[src/rtl/lcd_cmd_pacer_if.sv]
// Command/strobe bundle between a register-write producer, the pacer and the
// LCD driver stage. The master side offers commands; the slave side is the pacer.
interface lcd_cmd_pacer_if #(
  parameter int DEPTH = 8
);
  localparam int LVL_W = $clog2(DEPTH) + 1;

  logic             in_valid;
  logic             in_rs;
  logic [7:0]       in_data;
  logic             in_ready;
  logic             out_wenable;
  logic             out_rs;
  logic [7:0]       out_wdata;
  logic             busy;
  logic [LVL_W-1:0] level;
  logic             drop;

  modport master (
    output in_valid, in_rs, in_data,
    input  in_ready, out_wenable, out_rs, out_wdata, busy, level, drop
  );

  modport slave (
    input  in_valid, in_rs, in_data,
    output in_ready, out_wenable, out_rs, out_wdata, busy, level, drop
  );
endinterface

[src/rtl/lcd_cmd_pacer.sv]
// LCD command pacer: buffers register-select/byte pairs in a small FIFO and
// issues them one at a time, leaving the controller's execution time between
// strobes (a long wait after clear/home, a short wait otherwise).
module lcd_cmd_pacer #(
  parameter int DEPTH      = 8,
  parameter int SHORT_WAIT = 2000,
  parameter int LONG_WAIT  = 80000,
  parameter int CNT_W      = 17
) (
  input  logic              clk,
  input  logic              rst,
  lcd_cmd_pacer_if.slave    bus
);
  localparam int AW    = $clog2(DEPTH);
  localparam int LVL_W = AW + 1;

  typedef enum logic [1:0] {IDLE, ISSUE, WAIT} state_t;

  state_t           state_q;
  logic [8:0]       mem_q [DEPTH];
  logic [AW-1:0]    wr_ptr_q;
  logic [AW-1:0]    rd_ptr_q;
  logic [LVL_W-1:0] level_q;
  logic [LVL_W-1:0] level_d;
  logic [CNT_W-1:0] cnt_q;
  logic             out_wenable_q;
  logic             out_rs_q;
  logic [7:0]       out_wdata_q;
  logic             drop_q;
  logic             in_ready;
  logic             push;
  logic             pop;
  logic             is_long;

  // Handshake decode: readiness depends only on the registered level, so a
  // pop in the same cycle can never rescue a write offered to a full FIFO.
  always_comb begin
    in_ready = (level_q != LVL_W'(DEPTH));
    push     = bus.in_valid && in_ready;
    pop      = (state_q == IDLE) && (level_q != '0);
    is_long  = !out_rs_q && (out_wdata_q >= 8'h01) && (out_wdata_q <= 8'h03);
    level_d  = level_q;
    case ({push, pop})
      2'b10:   level_d = level_q + 1'b1;
      2'b01:   level_d = level_q - 1'b1;
      default: level_d = level_q;
    endcase
  end

  // FIFO storage; contents need no reset since level gates every read.
  always_ff @(posedge clk) begin
    if (!rst && push) begin
      mem_q[wr_ptr_q] <= {bus.in_rs, bus.in_data};
    end
  end

  // FIFO pointers, occupancy and the refused-write pulse.
  always_ff @(posedge clk) begin
    if (rst) begin
      wr_ptr_q <= '0;
      rd_ptr_q <= '0;
      level_q  <= '0;
      drop_q   <= 1'b0;
    end else begin
      if (push) wr_ptr_q <= wr_ptr_q + 1'b1;
      if (pop)  rd_ptr_q <= rd_ptr_q + 1'b1;
      level_q <= level_d;
      drop_q  <= bus.in_valid && !in_ready;
    end
  end

  // Issue sequencer: pop into the output registers, strobe once, then wait.
  always_ff @(posedge clk) begin
    if (rst) begin
      state_q       <= IDLE;
      cnt_q         <= '0;
      out_wenable_q <= 1'b0;
      out_rs_q      <= 1'b0;
      out_wdata_q   <= 8'h00;
    end else begin
      out_wenable_q <= 1'b0;
      case (state_q)
        IDLE: begin
          if (pop) begin
            {out_rs_q, out_wdata_q} <= mem_q[rd_ptr_q];
            out_wenable_q           <= 1'b1;
            state_q                 <= ISSUE;
          end
        end
        ISSUE: begin
          cnt_q   <= is_long ? CNT_W'(LONG_WAIT - 1) : CNT_W'(SHORT_WAIT - 1);
          state_q <= WAIT;
        end
        WAIT: begin
          if (cnt_q == '0) begin
            state_q <= IDLE;
          end else begin
            cnt_q <= cnt_q - 1'b1;
          end
        end
        default: state_q <= IDLE;
      endcase
    end
  end

  assign bus.in_ready    = in_ready;
  assign bus.out_wenable = out_wenable_q;
  assign bus.out_rs      = out_rs_q;
  assign bus.out_wdata   = out_wdata_q;
  assign bus.busy        = (level_q != '0) || (state_q != IDLE);
  assign bus.level       = level_q;
  assign bus.drop        = drop_q;
endmodule

[src/flat_wrapper.sv]
// flat-port wrapper written by rule: the top's interface ports become plain ports
module lcd_cmd_pacer_flat 
#(
  parameter int DEPTH      = 8,
  parameter int SHORT_WAIT = 2000,
  parameter int LONG_WAIT  = 80000,
  parameter int CNT_W      = 17
)
  (clk, rst, bus_in_valid, bus_in_rs, bus_in_data, bus_in_ready, bus_out_wenable, bus_out_rs, bus_out_wdata, bus_busy, bus_level, bus_drop);
  lcd_cmd_pacer_if #(.DEPTH(DEPTH)) bus_i ();
  input  logic clk;
  input  logic rst;
  input wire logic [$bits(bus_i.in_valid)-1:0] bus_in_valid;
  input wire logic [$bits(bus_i.in_rs)-1:0] bus_in_rs;
  input wire logic [$bits(bus_i.in_data)-1:0] bus_in_data;
  output wire logic [$bits(bus_i.in_ready)-1:0] bus_in_ready;
  output wire logic [$bits(bus_i.out_wenable)-1:0] bus_out_wenable;
  output wire logic [$bits(bus_i.out_rs)-1:0] bus_out_rs;
  output wire logic [$bits(bus_i.out_wdata)-1:0] bus_out_wdata;
  output wire logic [$bits(bus_i.busy)-1:0] bus_busy;
  output wire logic [$bits(bus_i.level)-1:0] bus_level;
  output wire logic [$bits(bus_i.drop)-1:0] bus_drop;
  assign bus_i.in_valid = bus_in_valid;
  assign bus_i.in_rs = bus_in_rs;
  assign bus_i.in_data = bus_in_data;
  assign bus_in_ready = bus_i.in_ready;
  assign bus_out_wenable = bus_i.out_wenable;
  assign bus_out_rs = bus_i.out_rs;
  assign bus_out_wdata = bus_i.out_wdata;
  assign bus_busy = bus_i.busy;
  assign bus_level = bus_i.level;
  assign bus_drop = bus_i.drop;
  lcd_cmd_pacer #(.DEPTH(DEPTH), .SHORT_WAIT(SHORT_WAIT), .LONG_WAIT(LONG_WAIT), .CNT_W(CNT_W)) u_core (.clk(clk), .rst(rst), .bus(bus_i));
endmodule
[config.mk]
export PLATFORM = sky130hd
export DESIGN_NAME = lcd_cmd_pacer_flat
export DESIGN_NICKNAME = d
export VERILOG_FILES = /design/src/rtl/lcd_cmd_pacer_if.sv /design/src/rtl/lcd_cmd_pacer.sv /design/src/flat_wrapper.sv
export SDC_FILE = /design/constraint.sdc
export NUM_CORES = 1
export LEC_CHECK = 0
export ABC_AREA = 1
export CORE_MARGIN = 2
export CORE_UTILIZATION = 40
export DETAILED_ROUTE_END_ITERATION = 8
export PLACE_DENSITY = 0.54
export SLEW_MARGIN = 40
export SYNTH_ARGS = -nofsm -noshare
export SYNTH_HDL_FRONTEND = slang
export SYNTH_SLANG_ARGS = --single-unit
[constraint.sdc]
create_clock -name clk -period 2.5 [get_ports clk]
set_input_delay 0.5 -clock clk [delete_from_list [all_inputs] [get_ports clk]]
set_output_delay 0.5 -clock clk [all_outputs]
set_load 0.005 [all_outputs]
==> impl_metrics.csv <==
group,metric,value,unit
status,outcome,"finished, final reports clean",
timing,setup_viol,0,
synth,ys.flop_type,"edfxtp_1",
timing,skew,13.4,ps
synth,synth_area_leaders,"edfxtp_1 (44%), dfxtp_1 (16%), nor2_1 (7.7%)",
timing,slew_headroom,0.625,
synth,seq_area_frac_synth,0.603,
pwr,vdd_ir_drop_max,0.000574,V
timing,worst_pin_slew,558,ps
clocking,cts_buffer_depth,2,
flow_run,maxCapViolations,0,
synth,yosysMostFrequentCell,"nor2_1",
finish,multiInputGateArea,1720,um^2
clocking,path_clk_slew,80,ps
global_routing,grt_first_pass_wirelength,18.7,mm
clocking,numClockSinks,112,
setup_path,slowest_stage,"clkdlybuf4s50_1",
synth,synth_nets,531,
detailed_routing,drtIter0Drc,354,
floorplan,rows,40,
clocking,clkLatencyLatePin,360,ps
detailed_routing,remaining_drc_errors,0,
clocking,clk_root_buffer_cell,"clkbuf_16",
global_routing,grtUsageTotal,0.192,
setup_path,required,2000,ps
synth,yosysWarnings,0,
detailed_routing,dr.pass1.iters,5,
floorplan,die_w,115,um
placed_design,gp_congestion,0.775,
timing,fin_tns_setup,0,ps
setup_path,crit_type,"flip-flop to output pin",
synth,synth-seq-cells,112,
synth,synth_common_cells,"nor2_1 (101), edfxtp_1 (72), nand2_1 (70)",
setup_path,start_kind,"flip-flop",
floorplan,dieHeight,115,um
timing,drv_slew,0,
finish,nFillCells,1156,
floorplan,die-area,13200,um^2
detailed_routing,vias_per_cell,5.20,
placed_design,io_buffers,28,
floorplan,coreArea,12000,um^2
detailed_routing,ant_nets,0,
setup_path,crit_fanout,6,
synth,synthCells,513,
finish,drive_above_1_share,0.0862,
global_routing,grt_pass1_vias,3388,
timing,rsz0062_at_grt,"no",
min_path,hold_path_class,"flip-flop to flip-flop",
synth,avgSynthCellArea,9.58,um^2
timing,fin_crit_sh,0.819,
finish,antennaDiodeCount,0,
global_routing,grt_max_degree,39,
setup_path,critPathMaxStageDelay,510,ps
detailed_routing,wl_per_cell,16.9,um
clocking,cts_hold_buf,0,
synth,yosys.area.top_type,"edfxtp_1",
detailed_routing,drt_wl_total,11.9,mm
finish,area_growth,16.8,%
timing,hold_viol_final,0,
floorplan,initial_core_util,0.409,
placed_design,dp_hpwl,8.16,mm
floorplan,io_pins,29,
finish,num-nets-final,570,
pwr,p_leak,2.14,nW
clocking,numCtsBuffers,9,
finish,fin_util,0.478,
timing,period_needed,2050,ps
clocking,htreeDepth,3,
synth,yosysTopAreaCellShare,0.440,
clocking,cts_setup_buffers,0,
setup_path,critPathArrivalTime,1550,ps
setup_path,crit_chain,"nor2_1, nand3_1, clkdlybuf4s50_1",
pwr,power_density,1180,nW/um^2
timing,max_freq,0.488,GHz
synth,synth.distinct_cells,29,
finish,seq_area,2960,um^2
synth,async_flop_share,0,
synth,synth_edf_count,72,
setup_path,endpoint_kind,"output pin",
pwr,power,0.00675,W
detailed_routing,vias,3664,
clocking,tritoncts,"built",
global_routing,antenna_found_initial,0,
synth,synthesis.area,4910,um^2
global_routing,overflow,0,
clocking,cts_resized,0,
-- logic make-up (layout without fill, tap and decap cells) --
family          Yosys count  after routing  share of synthesized area
compound gates          102            102                      0.114
xor+xnor                  7              7                     0.0125
fa+ha+maj                 6              6                     0.0153
buf+inv                  57            101                     0.0469
flops                   112            112                      0.603
simple gates            229            229                      0.208
-- cell type report --
class | instances | share of cell area
sequential | 112 | 0.516
multi-input combinational | 344 | 0.300
timing repair buffer | 47 | 0.0737
clock buffer | 9 | 0.0393
tap | 147 | 0.0321
inverter | 38 | 0.0249
clock inverter | 7 | 0.0140
-- cells in the final DEF, fill, tap and decap left out, types with 3 or more instances in the layout --
cell             instances
buf_4                   19
nor2_1                 101
clkbuf_16                9
dfxtp_1                 40
o21ai_1                  3
o211ai_1                18
edfxtp_1                72
ha_1                     6
nand2_1                 70
xor2_1                   5
a21oi_1                 26
inv_1                   37
o21ai_0                 54
clkdlybuf4s50_1         28
nor3_1                   4
nand3_1                 34
nand4_1                  5
-- flip-flops by register name, indices dropped and copies added, names as in the netlist --
name                    flops
u_core.wr_ptr_q             3
u_core.rd_ptr_q             3
u_core.bus.level            4
u_core.bus.out_wenable      1
u_core.bus.out_rs           1
u_core.bus.out_wdata        8
u_core.cnt_q               17
u_core.mem_q               72
u_core.bus.drop             1
u_core.state_q              2
-- power by group --
part           internal (W)  switching, W
Clock              0.000716      0.000739
Sequential          0.00225      0.000246
Combinational       0.00106       0.00175
-- critical path: cells and delay by family, from the launching register on --
kind / cells / cell delay, ps
flops: 1 / 450
buf+inv: 1 / 510
simple gates: 2 / 230
-- path summary, 6_finish.rpt --
path	startpoint	endpoint	slack, ps	cells after the start
max	u_core.bus.level[0]	bus_in_ready	450	3
min	u_core.cnt_q[16]	u_core.cnt_q[16]	470	2
max reg2reg	u_core.bus.level[0]	u_core.bus.level[2]	480	10
min reg2reg	u_core.cnt_q[16]	u_core.cnt_q[16]	470	2
-- metrics by stage --
stage	hold slack [ps]	std cells	worst slack (ps)	instance area, um^2
finish	471	704	452	5740
global route	494	704	199	5740
CTS	474	704	440	5740
detailed placement	449	688	242	5430
global placement	446	688	313	5430
floorplan	433	513	433	4910
-- metal layers --
layer	part of all wire	vias to the layer above	track usage
met5	0	-	0
met4	0.0094	0	0.0442
met3	0.045	7	0.0511
met2	0.47	86	0.306
met1	0.48	1743	0.266
li1	-	1828	-
(Power assumes the default switching activity.)
